**src/rtl/mult_share_pkg.sv**
```systemverilog
// Shared types and default widths for the multiplier-sharing arbiter.
// The optional MULT_SHARE_STATS_EN build uses OP_CNT_W for its handshake counter.
package mult_share_pkg;

  typedef enum logic [1:0] {
    IDLE = 2'd0,
    CALC = 2'd1,
    RESP = 2'd2
  } state_t;

  localparam int A_W_DEF   = 3;
  localparam int B_W_DEF   = 3;
  localparam int N_REQ_DEF = 4;
  localparam int OP_CNT_W  = 16;

endpackage

```
**src/rtl/mult_share_arbiter_rr_arbiter.sv**
```systemverilog
// Combinational round-robin pick: the search starts one past the last grant and wraps,
// so the most recently served requester is always lowest priority.
module rr_arbiter #(
  parameter  int N_REQ = 4,
  localparam int IDX_W = $clog2(N_REQ)
) (
  input  logic [N_REQ-1:0] i_req_valid,
  input  logic [IDX_W-1:0] i_last_grant,
  output logic [N_REQ-1:0] o_grant,
  output logic [IDX_W-1:0] o_grant_idx,
  output logic             o_grant_valid
);

  logic [IDX_W-1:0] w_pos;

  always_comb begin
    // NOTE: every output of a combinational block gets a default first; a path that
    // skips an assignment would otherwise infer a latch.
    o_grant       = '0;
    o_grant_idx   = '0;
    o_grant_valid = 1'b0;
    w_pos         = '0;
    for (int k = 1; k <= N_REQ; k++) begin
      w_pos = IDX_W'((int'(i_last_grant) + k) % N_REQ);
      if (!o_grant_valid && i_req_valid[w_pos]) begin
        o_grant_valid  = 1'b1;
        o_grant[w_pos] = 1'b1;
        o_grant_idx    = w_pos;
      end
    end
  end

endmodule

```
**src/rtl/mult_share_arbiter.sv**
```systemverilog
// One registered unsigned multiplier shared by N_REQ requesters through an IDLE/CALC/RESP
// sequencer. Define MULT_SHARE_STATS_EN to add a saturating op_count output.
module mult_share_arbiter
  import mult_share_pkg::*;
#(
  parameter  int N_REQ = N_REQ_DEF,
  parameter  int A_W   = A_W_DEF,
  parameter  int B_W   = B_W_DEF,
  localparam int RES_W = A_W + B_W,
  localparam int IDX_W = $clog2(N_REQ)
) (
  input  logic                 clk,
  input  logic                 rst,
  input  logic [N_REQ-1:0]     req_valid,
  input  logic [N_REQ*A_W-1:0] req_a,
  input  logic [N_REQ*B_W-1:0] req_b,
  output logic [N_REQ-1:0]     req_ready,
  output logic                 rsp_valid,
  output logic [IDX_W-1:0]     rsp_id,
  output logic [RES_W-1:0]     rsp_result,
  input  logic                 rsp_ready,
  output logic                 busy
`ifdef MULT_SHARE_STATS_EN
  ,
  output logic [OP_CNT_W-1:0]  op_count
`endif
);

  state_t           r_state, w_state_nxt;
  logic [IDX_W-1:0] r_last_grant, r_id;
  logic [A_W-1:0]   r_a;
  logic [B_W-1:0]   r_b;

  logic [N_REQ-1:0] w_grant;
  logic [IDX_W-1:0] w_grant_idx;
  logic             w_grant_valid;
  logic             w_req_fire, w_mul_en, w_rsp_fire;

  rr_arbiter #(.N_REQ(N_REQ)) u_rr (
    .i_req_valid  (req_valid),
    .i_last_grant (r_last_grant),
    .o_grant      (w_grant),
    .o_grant_idx  (w_grant_idx),
    .o_grant_valid(w_grant_valid)
  );

  always_comb begin
    w_state_nxt = r_state;
    w_req_fire  = 1'b0;
    w_mul_en    = 1'b0;
    w_rsp_fire  = 1'b0;
    unique case (r_state)
      IDLE: if (w_grant_valid) begin
        w_req_fire  = 1'b1;
        w_state_nxt = CALC;
      end
      CALC: begin
        w_mul_en    = 1'b1;
        w_state_nxt = RESP;
      end
      RESP: if (rsp_ready) begin
        w_rsp_fire  = 1'b1;
        w_state_nxt = IDLE;
      end
      default: w_state_nxt = IDLE;
    endcase
  end

  // Grants are suppressed while reset is held so nothing handshakes into a discarded op.
  assign req_ready = (rst && r_state == IDLE) ? w_grant : '0;
  assign busy      = (r_state != IDLE);

  always_ff @(posedge clk) begin
    // NOTE: sequential state uses non-blocking assignments so every register samples
    // the pre-edge values, independent of statement order.
    if (!rst) r_state <= IDLE;
    else      r_state <= w_state_nxt;
  end

  always_ff @(posedge clk) begin
    if (!rst) begin
      r_last_grant <= IDX_W'(N_REQ - 1);
      r_id         <= '0;
      r_a          <= '0;
      r_b          <= '0;
      rsp_valid    <= 1'b0;
      rsp_id       <= '0;
      rsp_result   <= '0;
    end else begin
      if (w_req_fire) begin
        r_a          <= req_a[w_grant_idx*A_W +: A_W];
        r_b          <= req_b[w_grant_idx*B_W +: B_W];
        r_id         <= w_grant_idx;
        r_last_grant <= w_grant_idx;
      end
      if (w_mul_en) begin
        rsp_result <= RES_W'(r_a) * RES_W'(r_b);
        rsp_id     <= r_id;
        rsp_valid  <= 1'b1;
      end
      if (w_rsp_fire) rsp_valid <= 1'b0;
    end
  end

`ifdef MULT_SHARE_STATS_EN
  logic [OP_CNT_W-1:0] r_op_count;

  always_ff @(posedge clk) begin
    if (!rst)                                          r_op_count <= '0;
    else if (w_rsp_fire && r_op_count != '1)           r_op_count <= r_op_count + 1'b1;
  end

  assign op_count = r_op_count;
`endif

endmodule

```
**config.mk**
```make
export PLATFORM = sky130hd
export DESIGN_NAME = mult_share_arbiter
export DESIGN_NICKNAME = d
export VERILOG_FILES = /design/src/rtl/mult_share_pkg.sv /design/src/rtl/mult_share_arbiter_rr_arbiter.sv /design/src/rtl/mult_share_arbiter.sv
export SDC_FILE = /design/constraint.sdc
export NUM_CORES = 1
export LEC_CHECK = 0
export BUFFER_PORTS_ARGS = -buffer_cell sky130_fd_sc_hd__buf_2
export CAP_MARGIN = 20
export CORE_MARGIN = 1.5
export CORE_UTILIZATION = 36
export DETAILED_ROUTE_END_ITERATION = 8
export HOLD_SLACK_MARGIN = 0.06
export REMOVE_ABC_BUFFERS = 1
export SLEW_MARGIN = 5
export SYNTH_ARGS = -nofsm -noshare
export SYNTH_HDL_FRONTEND = slang
export SYNTH_HIERARCHICAL = 1
export SYNTH_SLANG_ARGS = --single-unit
```
**constraint.sdc**
```tcl
create_clock -name clk -period 4.64 [get_ports clk]
set_clock_uncertainty 0.2 [all_clocks]
set_input_delay 0.464 -clock clk [delete_from_list [all_inputs] [get_ports clk]]
set_output_delay 0.464 -clock clk [all_outputs]
set_load 0.01 [all_outputs]
```
# Yosys cells after proc, flatten, opt, wreduce, memory -nomap -nowiden
# Cells that the tools add are included.
[word_totals] regBits=21 out_inout_bits=14 wordCells=84
[classes] add_sub_neg=4 n_mul=2 n_lt_le_gt_ge=8 n_eq_ne=4 n_shift=2 n_mux=37 bitwise=4 n_reduce_logical=15
[ops] operator="$shiftx A12 B5 Y3" n=2
[ops] operator="$mux W4" n=5
[ops] operator="$mux W1" n=17
[ops] operator="$lt A2 B3 Y1 const B" n=4
[ops] operator="$mux W2" n=6
[ops] operator="$or A4 B4 Y4" n=3
[ops] operator="$bmux W1 S2" n=4
[ops] operator="$demux W1 S2" n=4
[ops] operator="$ge A2 B1 Y1 const B" n=4
[ops] operator="$logic_and A1 B1 Y1" n=8
[ops] operator="$mul A3 B3 Y6" n=1
[ops] operator="$pmux W2 S3" n=1
[ops] operator="$add A2 B1 Y2 const B" n=2
[ops] operator="$add A2 B2 Y2 const B" n=2
[ops] operator="$mul A2 B2 Y4 const B" n=1
[ops] operator="$logic_not A1 Y1" n=3
[ops] operator="$eq A2 B1 Y1 const B" n=1
[ops] operator="$eq A2 B2 Y1 const B" n=1
[ops] operator="$logic_not A2 Y1" n=1
[ops] operator="$ne A2 B1 Y1 const B" n=1
[ops] operator="$ne A2 B2 Y1 const B" n=1
[ops] operator="$reduce_and A2 Y1" n=1
[ops] operator="$reduce_bool A2 Y1" n=1
[ops] operator="$reduce_or A2 Y1" n=1
[ops] operator="$not A1 Y1" n=1

# Depth between registers and ports, before layout
# Gate-level depths: netlist (run 1).
[logic_depth] depth_word=15 depth_mapped=12 depth_no_buf=8

# Modules after synthesis
# The synthesis (run 1) kept the hierarchy.
[modules_own_cells] module="mult_share_arbiter" instances=1 cells_each=113 area_per_inst_um2=1124.8
[modules_own_cells] module="rr_arbiter" instances=1 cells_each=86 area_per_inst_um2=629.4

# Worst setup path after synthesis (run 1)
# No wires, ideal clock.
[synth_path] path_type="flip-flop to flip-flop" startpoint="register r_last_grant[0]" endpoint="register r_a[2]" setup_time_ns=0.125 t_arrival_ns=2.967 required_time_ns=4.315 setup_slack_ns=1.348 path_stages_with_launch=13 synth_period_minus_slack_ns=3.292 cell_sequence="dfxtp_1 -> buf_6 -> buf_2 -> inv_1 -> ha_1 -> clkbuf_1 -> a21oi_1 -> a211oi_1 -> a311o_1 -> a221oi_1 -> buf_2 -> mux4_2 -> o2bb2ai_1"
[synth_via] elab_chain_cells=15 word_cells_on_any_way=30 cone_classes="4 x add/sub; 1 x mul; 1 x shift; 18 x mux; 6 x reduce/logical"
[synth_lines] element="start: declaration" line_no="mult_share_arbiter.sv:30" source="logic [IDX_W-1:0] r_last_grant, r_id;"
[synth_lines] element="start signal: assignment" line_no="mult_share_arbiter.sv:82" source="r_last_grant <= IDX_W'(N_REQ - 1);"
[synth_lines] element="start signal: assignment" line_no="mult_share_arbiter.sv:94" source="r_last_grant <= w_grant_idx;"
[synth_lines] element="$add A2 B1 Y2" line_no="mult_share_arbiter_rr_arbiter.sv:24" source="w_pos = IDX_W'((int'(i_last_grant) + k) % N_REQ);"
[synth_lines] element="$bmux W1 S2" line_no="mult_share_arbiter_rr_arbiter.sv:25" source="if (!o_grant_valid && i_req_valid[w_pos]) begin"
[synth_lines] element="$mux W1 (implied by the code)" line_no="mult_share_arbiter_rr_arbiter.sv:25"
[synth_lines] element="$mux W1" line_no="mult_share_arbiter_rr_arbiter.sv:25"
[synth_lines] element="$logic_not A1 Y1" line_no="mult_share_arbiter_rr_arbiter.sv:25"
[synth_lines] element="$logic_and A1 B1 Y1" line_no="mult_share_arbiter_rr_arbiter.sv:25"
[synth_lines] element="$mux W1" line_no="mult_share_arbiter_rr_arbiter.sv:25"
[synth_lines] element="$logic_not A1 Y1" line_no="mult_share_arbiter_rr_arbiter.sv:25"
[synth_lines] element="$logic_and A1 B1 Y1" line_no="mult_share_arbiter_rr_arbiter.sv:25"
[synth_lines] element="$mux W1" line_no="mult_share_arbiter_rr_arbiter.sv:25"
[synth_lines] element="$logic_not A1 Y1" line_no="mult_share_arbiter_rr_arbiter.sv:25"
[synth_lines] element="$logic_and A1 B1 Y1" line_no="mult_share_arbiter_rr_arbiter.sv:25"
[synth_lines] element="$mux W2 (*)" line_no="mult_share_arbiter_rr_arbiter.sv:25"
[synth_lines] element="named net w_grant_idx[0]" line_no="mult_share_arbiter.sv:35" source="logic [IDX_W-1:0] w_grant_idx;"
[synth_lines] element="$mul A2 B2 Y4 (*)" line_no="mult_share_arbiter.sv:91" source="r_a <= req_a[w_grant_idx*A_W +: A_W];"
[synth_lines] element="$shiftx A12 B5 Y3 (*)" line_no="mult_share_arbiter.sv:91"
[synth_lines] element="end signal: assignment" line_no="mult_share_arbiter.sv:91"
[synth_lines] element="end: declaration" line_no="mult_share_arbiter.sv:31" source="logic [A_W-1:0] r_a;"
# The timed path passes the listed nets; every way through them passes the cells marked *. The select of a mux whose other input is x is not followed.
# A chain may end at the register's enable or synchronous reset.

# Worst setup path after layout (run 1)
[layout_path] startpoint="register r_last_grant[1]" endpoint="output req_ready[1]"
[layout_via] elab_chain_cells=14 word_cells_on_any_way=49 cone_classes="4 x add/sub; 8 x order compare; 24 x mux; 3 x bitwise; 10 x reduce/logical"
[layout_lines] element="parallel branches: the longest is 12 deep, another holds $lt A2 B3 Y1"
[layout_lines] element="$mux W4 (*)" line_no="mult_share_arbiter_rr_arbiter.sv:25"
[layout_lines] element="named net w_grant[1]" line_no="mult_share_arbiter.sv:34" source="logic [N_REQ-1:0] w_grant;"
[layout_lines] element="$mux W4 (*)" line_no="mult_share_arbiter.sv:70" source="assign req_ready = (rst && r_state == IDLE) ? w_grant : '0;"
[layout_lines] element="end: declaration" line_no="mult_share_arbiter.sv:17" source="output logic [N_REQ-1:0] req_ready,"
# Mark *: on every way through the listed nets, which the timed path passes. The select of a mux whose other input is x is not followed.

==> results of run 1 <==
[placed cells by master (no fill, tap or decap), types with 3 or more instances in the layout]
cell,Yosys,routed
nor2_1,6,6
a21boi_0,8,8
clkbuf_8,0,3
ha_1,13,13
buf_2,5,44
o211a_1,3,3
mux2i_1,3,3
and2_1,9,9
dfxtp_1,21,21
o2bb2ai_1,6,6
nand4_1,6,6
a21oi_1,6,6
o31ai_1,4,4
a2111o_1,4,4
mux4_2,8,8
or3_1,4,4
buf_4,0,3
and3_1,4,4
nand3_1,4,4
nand2_1,31,31
o21ai_0,3,3
a211oi_1,3,3
nand2b_1,3,3
inv_1,12,12
a31oi_1,5,5
[worst max-delay path, stage by stage, from the launching register on]
cell and delay (ns):
dfxtp_1 0.54, inv_1 0.23, ha_1 0.52, inv_1 0.20, a31oi_1 0.34, o31ai_1 0.11
a2111o_1 0.35, and3_1 0.16, buf_2 0.13
[registers in the layout, indices dropped and copies added (netlist names)]
signal and cells:
r_last_grant 2, r_state 2, r_b 3, rsp_result 6, r_id 2, rsp_valid 1
rsp_id 2, r_a 3
[per-stage QoR]
step	area, um^2	worst slack [ns]	std cells
2_1_floorplan	1670	0.772	185
3_3_place_gp	2000	1.40	299
3_5_place_dp	2000	1.36	299
4_1_cts	2050	1.15	303
5_1_grt	2050	0.879	303
6_report	2050	1.14	303
[logic make-up after synthesis]
family          count (synthesis)
simple gates                   76
compound gates                 48
buf+inv                        26
flops                          21
fa+ha+maj                      15
mux                            12
xor+xnor                        1
[layer usage]
metal	global-route usage	part of all wire	up-vias
met2	0.265	0.48	30
met4	0.0524	0.010	0
met3	0.0193	0.023	5
met5	0	0	-
met1	0.216	0.49	751
li1	-	-	801
[power groups by stage]
stage	Clock (mW)	Combinational, mW	Sequential, mW
after floorplan	0	0.204	0.234
after detailed placement	0	0.298	0.231
after global placement	0	0.300	0.229
after global routing	0.134	0.331	0.230
after CTS	0.123	0.299	0.226
final	0.118	0.298	0.226
[synthesized netlist by cell type, types with 2 or more instances]
master | n | area share
mux2i_1 | 3 | 0.017
a21oi_1 | 6 | 0.017
nand2b_1 | 3 | 0.011
o21ai_0 | 3 | 0.0086
a2111o_1 | 4 | 0.026
fa_1 | 2 | 0.023
ha_1 | 13 | 0.093
clkbuf_1 | 6 | 0.013
nor2_1 | 6 | 0.013
dfxtp_1 | 21 | 0.24
inv_1 | 12 | 0.026
and2_1 | 9 | 0.032
and3_1 | 4 | 0.014
nand3_1 | 4 | 0.011
a31oi_1 | 5 | 0.018
a21boi_0 | 8 | 0.034
nand4_1 | 6 | 0.021
o2bb2ai_1 | 6 | 0.030
nand2_1 | 31 | 0.066
o211a_1 | 3 | 0.017
or3b_2 | 2 | 0.010
nand3b_1 | 2 | 0.0086
buf_2 | 5 | 0.014
buf_6 | 3 | 0.019
nor3b_1 | 2 | 0.0086
o31ai_1 | 4 | 0.017
or3_1 | 4 | 0.014
a211oi_1 | 3 | 0.013
mux4_2 | 8 | 0.10
[how the worst max path moves through the flow]
stage / endpoint / cells past startpoint
floorplan: r_a[2]$_SDFFE_PN0P_ / 8
global placement: r_b[0]$_SDFFE_PN0P_ / 9
detailed placement: r_b[0]$_SDFFE_PN0P_ / 9
CTS: req_ready[2] / 8
global route: req_ready[2] / 8
finish: req_ready[1] / 8
[final cells by class]
cell class	count	area (um^2)	share of cell area
Clock inverter	1	5.00	0.00245
Clock buffer	3	41.3	0.0202
Multi-Input combinational cell	152	1210	0.590
Inverter	12	45.0	0.0220
Sequential cell	21	420	0.206
Tap cell	67	83.8	0.0410
Timing Repair Buffer	47	243	0.119
==> flow_results.org, run 1 <==
** Outcome
- The flow ran to the end, and the final reports show no timing, DRC or antenna violations.

** Logic synthesis
- The share of the Yosys chip area taken by registers is 0.240.
- Complex-gate fraction of the synthesized area :: 0.210
- After synthesis, the share of flip-flops with an asynchronous set or reset is 0.
- Post-synthesis mux area share :: 0.126
- In this run, synthesis produced a sequential element count of 21.
- The netlist uses 40 different library cells.
- Area fraction in and, or, nand and nor cells after synthesis :: 0.232
- The synthesized design contains 0 enable-type register cells.
- The most used flip-flop cell after synthesis is dfxtp_1.
- Yosys printed 6 warnings.
- Xor and xnor area share after synthesis :: 0.00499
- The synthesized netlist occupies a cell area of 0.00175 mm^2.
- Mean Syn Cell Area :: about 8.8 um^2
- After synthesis, the largest family of logic cells by area is simple AND/OR/NAND/NOR gates.
- Synthesized-area fraction occupied by adder cells :: 0.116
- Number of cells produced by synthesis :: about 200

** Power
- Of the total power, registers draw 0.352.
- Standby leakage power :: 0.936 nW
- Summed over all nets, the switching power comes to 0.240 mW.
- Internal power comes to around 0.40 mW.
- Clk network pwr share :: 0.184
- The share of total power dissipated in combinational logic is 0.463.
- Sw Ratio :: 0.373
- Power, Total :: 0.642 mW
- The worst-case IR drop observed on VDD is 0.143 mV.
- Pwr Density :: 314 mW/mm^2

** Drt
- Ratio of routed vias to standard cells :: about 5.2
- In the routed design, unresolved DRC markers number 0.
- Drt first pass iters :: 4
- Violation count after the first detailed-routing iteration :: 63
- Wire length per cell after detailed routing :: about 13 um
- Final wirelength :: between 3 and 4 mm
- The routed layout has 1587 vias.
- Post-route antenna net violation count :: 0

** STA
- Setup repair after global routing left no endpoint under its margin.
- The worst path needs roughly 3.5 ns of the cycle, external delays included.
- For the pin with the worst max-slew slack, the measured transition is ~0.5 ns.
- Final number of setup-violating endpoints :: 0
- Final worst-path cycle share :: 0.755
- Derived from the worst setup path, the maximum achievable clock frequency is around 290 MHz.
- Setup TNS :: 0 ns
- Final Hold Vio Count :: 0
- The number of max-slew violations in the final report came to 0.
- Worst max-slew margin expressed relative to the limit :: 0.649
- Final-layout worst hold slack :: around 0.26 ns

** Hold path
- The worst hold path terminates at rsp_result[4]$_SDFFE_PN0N_.
- The worst hold path begins at rsp_result[4]$_SDFFE_PN0N_.
- The worst hold path passes through 2 cells.
- The min-delay analysis places its worst path in the category reg -> reg.

** Layout
- At the end of the flow, the number of nets in the layout was between 200 and 300.
- Relative to the synthesized area, the layout overhead comes to 16.6%.
- Layout fillers :: 476
- The repair_antennas step left the layout with diodes totalling 0.
- Of the cells placed in the final design, the portion with a size suffix greater than 1 is 0.271.
- For this run, the share of the core covered by cells in the final layout is 0.433.

** Clock network
- The cell sitting at the root of the clock tree is a clkbuf_8.
- Number of setup buffers added after CTS :: 0
- CTS tree :: yes
- Total of cells resized after clock tree synthesis :: 0
- In this run, post-CTS hold repair placed 0 buffers.
- Number of buffers between clock root and the deepest sink :: 2
- Clock-pin slew on the worst setup and hold paths :: 0.08 ns
- At the later pin of the worst-skew pair, clock insertion delay measures between 0.2 and 0.3 ns.
- The tree built by TritonCTS fans out to 21 sinks.
- CTS built an H-tree with a depth of 1.
- In this run, CTS created clock tree buffers numbering 3.

** Worst setup path
- For the worst flop-to-flop path, the logic depth is 9.
- At the worst endpoint, the required time is 3.98 ns.
- In this run the critical register-to-register path is captured at r_b[0]$_SDFFE_PN0P_.
- Beginning of the worst register-to-register path :: r_last_grant[1]$_SDFFE_PN1P_
- Type of element capturing the critical path :: primary output
- STA classifies the critical path startpoint as a register.
- STA puts the critical path data arrival time at 2.84 ns.
- Crit path max fanout :: 11
- R2R setup slack :: 1.35 ns
- The critical path is of the reg -> out type.
- Timing startpoint of the critical path :: r_last_grant[1]$_SDFFE_PN1P_

** Floorplanning
- Starting density of the core :: 0.371
- The die covers 0.00530 mm^2.
- DIE HEIGHT :: 72.8 um
- Row generation in the floorplan step produced 25 rows.
- In this run the standard cell core region covers 0.00472 mm^2.
- The die is roughly 73 um wide.
- Number of primary I/O pins :: between 40 and 50

** Global route
- In the global route stage, overall resource usage came out at 0.160.
- Antenna violations before repair :: 0
- Summed over all layers, the global routing overflow is 0.
- Vias in the first global route :: 1452
- Global-route wire length before repair :: 6.76 mm
- Entering global routing, the biggest net connects 26 pins.

** Job
- The tool flagged a number of max-cap violations equal to 0.

** Placed design
- Final weighted congestion of routability-driven global placement :: ~0.86
- Total of buffers placed on input and output ports :: 44
- Sum of net half-perimeters after detailed placement :: around 3.0 mm
Power figures use the tool's default switching activity.
==> run 2: changes to the inputs <==
- clock period: 4.64 -> 3.05 ns (I/O delays scaled with it)
==> flow_results.org, run 2 (synthesis results as in run 1) <==
** Drt
- The via count of the routed design was 1599 (was 1587).
- The average wire length per cell after detail routing was 14.1 um (was 13.0 um).
- The final routed DRC violation total is 0 (unchanged).
- The number of DRC violations after detailed-routing iteration 0 was 86 (was 63).
- The remaining antenna violation count is 0 (unchanged).
- The mean number of vias per cell was 5.23 (was 5.24).
- Drt first pass iters :: 4 (unchanged)
- The total wire length after detailed routing was 4.32 mm (was 3.93 mm).

** Clock network
- The number of sinks driven by the clock tree is 21 (unchanged).
- The clock-pin slew on the worst setup and hold paths was 0.08 ns (about the same).
- The post-cts hold buffer count was 0 (unchanged).
- The master cell of the clock root buffer is clkbuf_8 (unchanged).
- Number of H-tree levels :: 1 (unchanged)
- The number of buffers inserted by post-CTS setup repair is 0 (unchanged).
- The maximum clock insertion buffer count is 2 (unchanged).
- The total of cells resized after clock tree synthesis was 0 (unchanged).
- CTS tree :: yes (unchanged)
- Clock insertion delay at the later pin of the skew report :: 0.26 ns (about the same)
- The number of buffers created by CTS is 3 (unchanged).

** Worst setup path
- R2r worst-path depth :: 8 (was 9)
- The arrival time at the worst endpoint was 2.42 ns (was 2.84 ns).
- Maximum single-stage delay on the critical path :: 0.61 ns (was 0.54 ns)
- The endpoint class of the critical path was a primary output (unchanged).
- The critical path required time was 2.54 ns (was 3.98 ns).
- Crit path max fanout :: 21 (was 11)
- Critical path type :: reg -> out (unchanged)
- Critical-path cell with the highest stage delay :: mux4_2 (was dfxtp_1)
- The startpoint class of the critical path is a register (unchanged).
- Cell Chain, Critical Path: buf_8, mux4_2, or3_1, a21oi_1, a2111o_1, and3_1, buf_2 (was inv_1, ha_1, inv_1, a31oi_1, o31ai_1, a2111o_1, and3_1, buf_2).

** Global route
- Global-route wire length before repair :: 7.02 mm (was 6.76 mm)
- The largest net degree at the start of global routing was 26 (unchanged).
- The total routing usage reported by global routing is 0.170 (was 0.160).
- Total congestion overflow :: 0 (unchanged)
- Vias in the first global route :: 1483 (was 1452)
- Antenna violations before repair :: 0 (unchanged)

** Placed design
- Placed instance area :: 0.00201 mm^2 (was 0.00200 mm^2)
- Placement Setup Slack :: 0.166 ns (was 1.36 ns)
- The global placement routability congestion came to 0.807 (was 0.859).
- Sum of net half-perimeters after detailed placement :: 3.15 mm (was 3.04 mm)
- The number of port buffers came to 44 (unchanged).

** Floorplanning
- Number of core rows :: 25 (unchanged)
- Number of primary I/O pins :: 45 (unchanged)
- DIE HEIGHT :: 72.8 um (unchanged)
- Core Footprint :: 0.00472 mm^2 (unchanged)
- The die extent in x came to 72.8 um (unchanged).
- The total die area was 0.00530 mm^2 (unchanged).
- The initial standard-cell utilization of the core is 0.371 (unchanged).

** Outcome
- Outcome :: finished clean (unchanged)

** STA
- Setup repair after global routing missed its margin: yes (was no).
- The post-route worst setup slack came to 0.127 ns (was 1.14 ns).
- The worst slack on hold paths came to 0.161 ns (was 0.260 ns).
- Counting I/O delays and the setup requirement, the final critical path takes between 2 and 3 ns.
- Final number of setup-violating endpoints :: 0 (unchanged)
- Slew Viols, Final :: 0 (unchanged)
- Fmax :: 342 MHz
- Of the available clock period, the critical path in the final layout requires 0.958.
- The tightest slew margin relative to the limit came to 0.641 (was 0.649).
- Actual slew at the worst max-slew pin :: 0.523 ns (was 0.511 ns)
- Final Hold Vio Count :: 0 (unchanged)

** Layout
- Register bank with the most flops :: rsp_result (unchanged)
- The flip-flop count of the largest register after layout was 6 (unchanged).
- Highest-count cells in the layout ignoring fill and taps: 44 x buf_2, 31 x nand2_1, 21 x dfxtp_1 (unchanged).
- The layout overhead on the synthesized area came to 19.6% (was 16.6%).
- Antenna cell count :: 0 (unchanged)
- Final std cell area, no fill :: 0.00210 mm^2 (was 0.00205 mm^2)
- Proportion of layout cells with a drive suffix above 1 :: 0.285 (was 0.271)
- The layout filler cell count was 480 (was 476).
- Top Registers :: rsp_result x6, r_a x3, r_b x3 (unchanged)
- Total number of nets in the final design :: 286 (was 283)
- The leading cell type in the layout, fill and taps excluded is buf_2 (unchanged).

** Power
- The leakage power came to 0.952 nW (was 0.936 nW).
- Worst IR Drop VDD :: 0.178 mV (was 0.143 mV)
- Pwr Density :: 481 mW/mm^2 (was 314 mW/mm^2)

** Job
- The total of max-cap violations is 0 (unchanged).

** Hold path
- The path category of the worst min-delay check is in -> reg (was reg -> reg).
- The hold-critical path depth is 3 (was 2).
run 2: layer usage:
layer / GRT usage / up-vias / routed length [um]
met5: 0 / - / 0
met4: 0.0797 / 0 / 64
met3: 0.00967 / 4 / 102
met2: 0.286 / 29 / 2190
met1: 0.223 / 750 / 1970
li1: - / 816 / -
run 2: worst max-delay path, delay by kind of cell, from the launching register on:
family / cells / cell delay, ns
multiplexers: 1 / 0.61
AND/OR/NAND/NOR: 2 / 0.53
flip-flops: 1 / 0.38
buffers and inverters: 2 / 0.32
AO/OA/AOI/OAI: 2 / 0.32
run 2: layout make-up:
class                           count  area [um^2]  area share
Clock buffer                        4         45.0      0.0215
Inverter                           12         45.0      0.0215
Multi-Input combinational cell    153         1240       0.590
Sequential cell                    21          420       0.200
Tap cell                           67         83.8      0.0400
Timing Repair Buffer               49          265       0.126
run 2: path summary, 6_finish.rpt:
path                                                   end                          from  slack, ns
worst max-delay path                          req_ready[3]  r_last_grant[0]$_SDFFE_PN1P_       0.13
worst min-delay path                rsp_valid$_SDFFE_PP0N_                     rsp_ready       0.16
worst max register to register         r_a[1]$_SDFFE_PN0P_  r_last_grant[0]$_SDFFE_PN1P_       0.22
worst min register to register  rsp_result[2]$_SDFFE_PN0N_    rsp_result[2]$_SDFFE_PN0N_       0.26
run 2: report_power, final:
| group | leakage, nW | switching [mW] | total (mW) | internal [mW] |
|---|---|---|---|---|
| clock | 0.0228 | 0.0921 | 0.185 | 0.0932 |
| combinational | 0.756 | 0.257 | 0.485 | 0.229 |
| sequential | 0.173 | 0.0292 | 0.340 | 0.310 |
| total | 0.952 | 0.378 | 1.01 | 0.632 |
run 2: metrics by stage:
stage	utilization	cells	TNS (ns)	power (mW)
after floorplan	-	185	-5.54	0.667
after global placement	0.426	301	0	0.805
after detailed placement	0.426	301	0	0.810
after CTS	0.436	305	0	1.00
after global routing	0.444	306	-0.0633	1.09
final	0.444	306	0	1.01
==> run 3: changes to the inputs <==
- SETUP_SLACK_MARGIN: unset -> 0.4
==> flow_results.org, run 3 (synthesis results as in run 1) <==
** Layout
- Register bank with the most flops :: rsp_result (unchanged)
- Top Registers: rsp_result x6, r_a x3, r_b x3 (unchanged).
- The share of cells above drive strength 1 is 0.353 (was 0.285).
- Total number of nets in the final design :: 296 (was 286)
- The post-layout utilization of the core is 0.487 (was 0.444).
- Final std cell area, no fill :: 0.00230 mm^2 (was 0.00210 mm^2)
- Highest-count cells in the layout ignoring fill and taps: 44 x buf_2, 31 x nand2_1, 20 x dfxtp_1 (was 44 x buf_2, 31 x nand2_1, 21 x dfxtp_1).
- The flip-flop count of the largest register after layout is 6 (unchanged).
- Antenna cell count :: 0 (unchanged)
- The count of non-filler cells in the finished layout came to 316 (was 306).
- Most common library cell in the layout ignoring fill and taps :: buf_2 (unchanged)
- The layout overhead on the synthesized area is 31.2% (was 19.6%).

** Global route
- The number of antenna violations at the first check in global routing is 0 (unchanged).
- The total routing usage reported by global routing is 0.187 (was 0.170).
- The first-pass GRT wire length came to 7.69 mm (was 7.02 mm).
- The largest net degree at the start of global routing was 26 (unchanged).
- Total congestion overflow :: 0 (unchanged)
- Vias in the first global route :: 1621 (was 1483)

** Placed design
- Final weighted congestion of routability-driven global placement :: 0.807 (unchanged)
- Placed instance area :: 0.00201 mm^2 (unchanged)
- The half-perimeter wire length after detailed placement was 3.15 mm (unchanged).
- Total of buffers placed on input and output ports :: 44 (unchanged)
- Number of instances in the placed design :: 301 (unchanged)

** Power
- Pwr Density :: 495 mW/mm^2 (was 481 mW/mm^2)
- The leakage power was 1.04 nW (was 0.952 nW).
- Combinational Power Share :: 0.535 (was 0.480)
- The switching power was 0.419 mW (was 0.378 mW).
- The portion of total power attributed to sequential cells came to 0.303 (was 0.336).
- The fraction of power spent switching nets is 0.368 (was 0.374).
- The share of total power in the clock network was 0.162 (was 0.183).
- Internal power :: 0.721 mW (was 0.632 mW)
- The worst ir drop on vdd came to 0.245 mV (was 0.178 mV).

** STA
- Setup repair after global routing missed its margin :: yes (unchanged)
- Worst max-slew margin expressed relative to the limit :: 0.710 (was 0.641)
- The sum of negative setup slack came to 0 ns (unchanged).
- The final period demand of the worst path came to 2.84 ns (was 2.92 ns).
- Slew Viols, Final :: 0 (unchanged)
- Final worst-path cycle share :: 0.930 (was 0.958)
- The hold violation count in the final report was 0 (unchanged).
- Actual slew at the worst max-slew pin :: 0.427 ns (was 0.523 ns)
- The total of endpoints with negative setup slack in the final report was 0 (unchanged).
- Fmax :: 352 MHz (was 342 MHz)

** Clock network
- Clock insertion delay at the later pin of the skew report :: 0.26 ns (about the same)
- The number of buffers created by CTS was 3 (unchanged).
- The clock-pin slew on the worst setup and hold paths came to 0.08 ns (about the same).
- The maximum clock insertion buffer count is 2 (unchanged).
- CTS tree :: yes (unchanged)
- The master cell of the clock root buffer was clkbuf_8 (unchanged).
- Sinks on the clock net :: 21 (unchanged)
- The H-tree level count came to 1 (unchanged).

** Worst setup path
- The critical path class is reg -> out (unchanged).
- Arrival time of data at the critical path endpoint :: 2.33 ns (was 2.42 ns)
- Required arrival time at the worst endpoint :: 2.54 ns (about the same)
- Cell Chain, Critical Path :: buf_12, mux4_2, nand4_1, o31ai_1, or3_1, and3_1, buf_2 (was buf_8, mux4_2, or3_1, a21oi_1, a2111o_1, and3_1, buf_2)
- Maximum single-stage delay on the critical path :: 0.59 ns (was 0.61 ns)
- Critical-path cell with the highest stage delay :: mux4_2 (unchanged)
- Worst reg2reg path endpoint :: r_b[1]$_SDFFE_PN0P_ (was r_a[1]$_SDFFE_PN0P_)
- The length in cells of the worst reg-to-reg path is 8 (unchanged).
- Beginning of the worst register-to-register path :: r_last_grant[0]$_SDFFE_PN1P_ (unchanged)
- Type of element capturing the critical path :: primary output (unchanged)
- Worst Setup Start Kind :: register (unchanged)
- R2R setup slack :: 0.28 ns (was 0.22 ns)
- Crit path max fanout :: 7 (was 21)

** Floorplanning
- The die boundary height came to 72.8 um (unchanged).
- The number of cell rows came to 25 (unchanged).
- Starting density of the core :: 0.371 (unchanged)
- Horizontal extent of the die :: 72.8 um (unchanged)
- The number of I/O pins is 45 (unchanged).
- Full die area :: 0.00530 mm^2 (unchanged)
- Core Footprint :: 0.00472 mm^2 (unchanged)

** Job
- The total of max-cap violations came to 0 (unchanged).

** Drt
- Drt first pass iters :: 4 (unchanged)
- The average wire length per cell after detail routing is 14.9 um (was 14.1 um).
- Final wirelength :: 4.71 mm (was 4.32 mm)
- The remaining antenna violation count is 0 (unchanged).
- Violation count after the first detailed-routing iteration :: 83 (was 86)
- Ratio of routed vias to standard cells :: 5.45 (was 5.23)
- Drt drc :: 0 (unchanged)
- Number of vias after detailed routing :: 1721 (was 1599)

** Outcome
- Outcome :: finished clean (unchanged)

** Hold path
- Hold Path End :: rsp_valid$_SDFFE_PP0N_ (unchanged)
- The startpoint of the tightest hold check path is rsp_ready (unchanged).
- The hold-critical path depth is 3 (unchanged).
- Type of the tightest min-delay check :: in -> reg (unchanged)
==> run 3: worst max-delay path by stage <==
stage | startpoint | cells after the start | slack [ns] | to
after floorplan | r_last_grant[0]$_SDFFE_PN1P_ | 8 | -0.82 | r_a[2]$_SDFFE_PN0P_
after global placement | r_last_grant[0]$_SDFFE_PN1P_ | 9 | 0.23 | r_a[2]$_SDFFE_PN0P_
after detailed placement | r_last_grant[0]$_SDFFE_PN1P_ | 9 | 0.17 | r_a[1]$_SDFFE_PN0P_
after CTS | r_last_grant[0]$_SDFFE_PN1P_ | 7 | 0.20 | req_ready[1]
after global routing | r_last_grant[0]$_SDFFE_PN1P_ | 8 | 0.10 | req_ready[2]
final | r_last_grant[0]$_SDFFE_PN1P_ | 7 | 0.21 | req_ready[2]
==> run 3: per-stage QoR <==
| stage | total power, mW | hold slack, ns | setup slack [ns] |
|---|---|---|---|
| 2_1_floorplan | 0.667 | 0.177 | -0.818 |
| 3_3_place_gp | 0.805 | 0.247 | 0.234 |
| 3_5_place_dp | 0.810 | 0.254 | 0.166 |
| 4_1_cts | 1.10 | 0.152 | 0.201 |
| 5_1_grt | 1.22 | 0.171 | 0.101 |
| 6_report | 1.14 | 0.161 | 0.212 |
==> run 3: layout make-up <==
| cell class | count | area (um^2) |
|---|---|---|
| Multi-Input combinational cell | 153 | 1310 |
| Sequential cell | 21 | 424 |
| Timing Repair Buffer | 59 | 394 |
| Clock buffer | 4 | 45.0 |
| Tap cell | 67 | 83.8 |
| Fill cell | 455 | 2420 |
| Inverter | 12 | 45.0 |
==> run 3: power by group through the flow <==
stage               combinational [mW]  clock (mW)  sequential, mW
floorplan                        0.310           0           0.357
global placement                 0.462           0           0.343
detailed placement               0.465           0           0.346
CTS                              0.560       0.194           0.346
global route                     0.664       0.206           0.352
finish                           0.610       0.185           0.345
==> run 3: what timing repair did <==
action / 4_1_cts / 5_1_grt
hold buffers: 0 / 0
pin swaps: 5 / 7
setup endpoints to repair: 10 / 10
resized for setup: 12 / 10
gates cloned: 3 / 0
setup buffers: 5 / 3
==> run 3: critical path, delay by kind of cell, from the launching register on <==
family                 cells  cell delay, ns
muxes                      1            0.59
DFF                        1            0.40
buffers and inverters      2            0.27
and+or+nand+nor            3            0.71
AOI/OAI and AO/OA          1            0.09
==> run 3: routing by layer <==
metal  GRT usage  routed length [um]  up-vias
met5           0                   0        -
met4       0.105                  85        0
met3      0.0193                 172        8
met2       0.325                2400       51
met1       0.223                2050      825
li1            -                   -      837
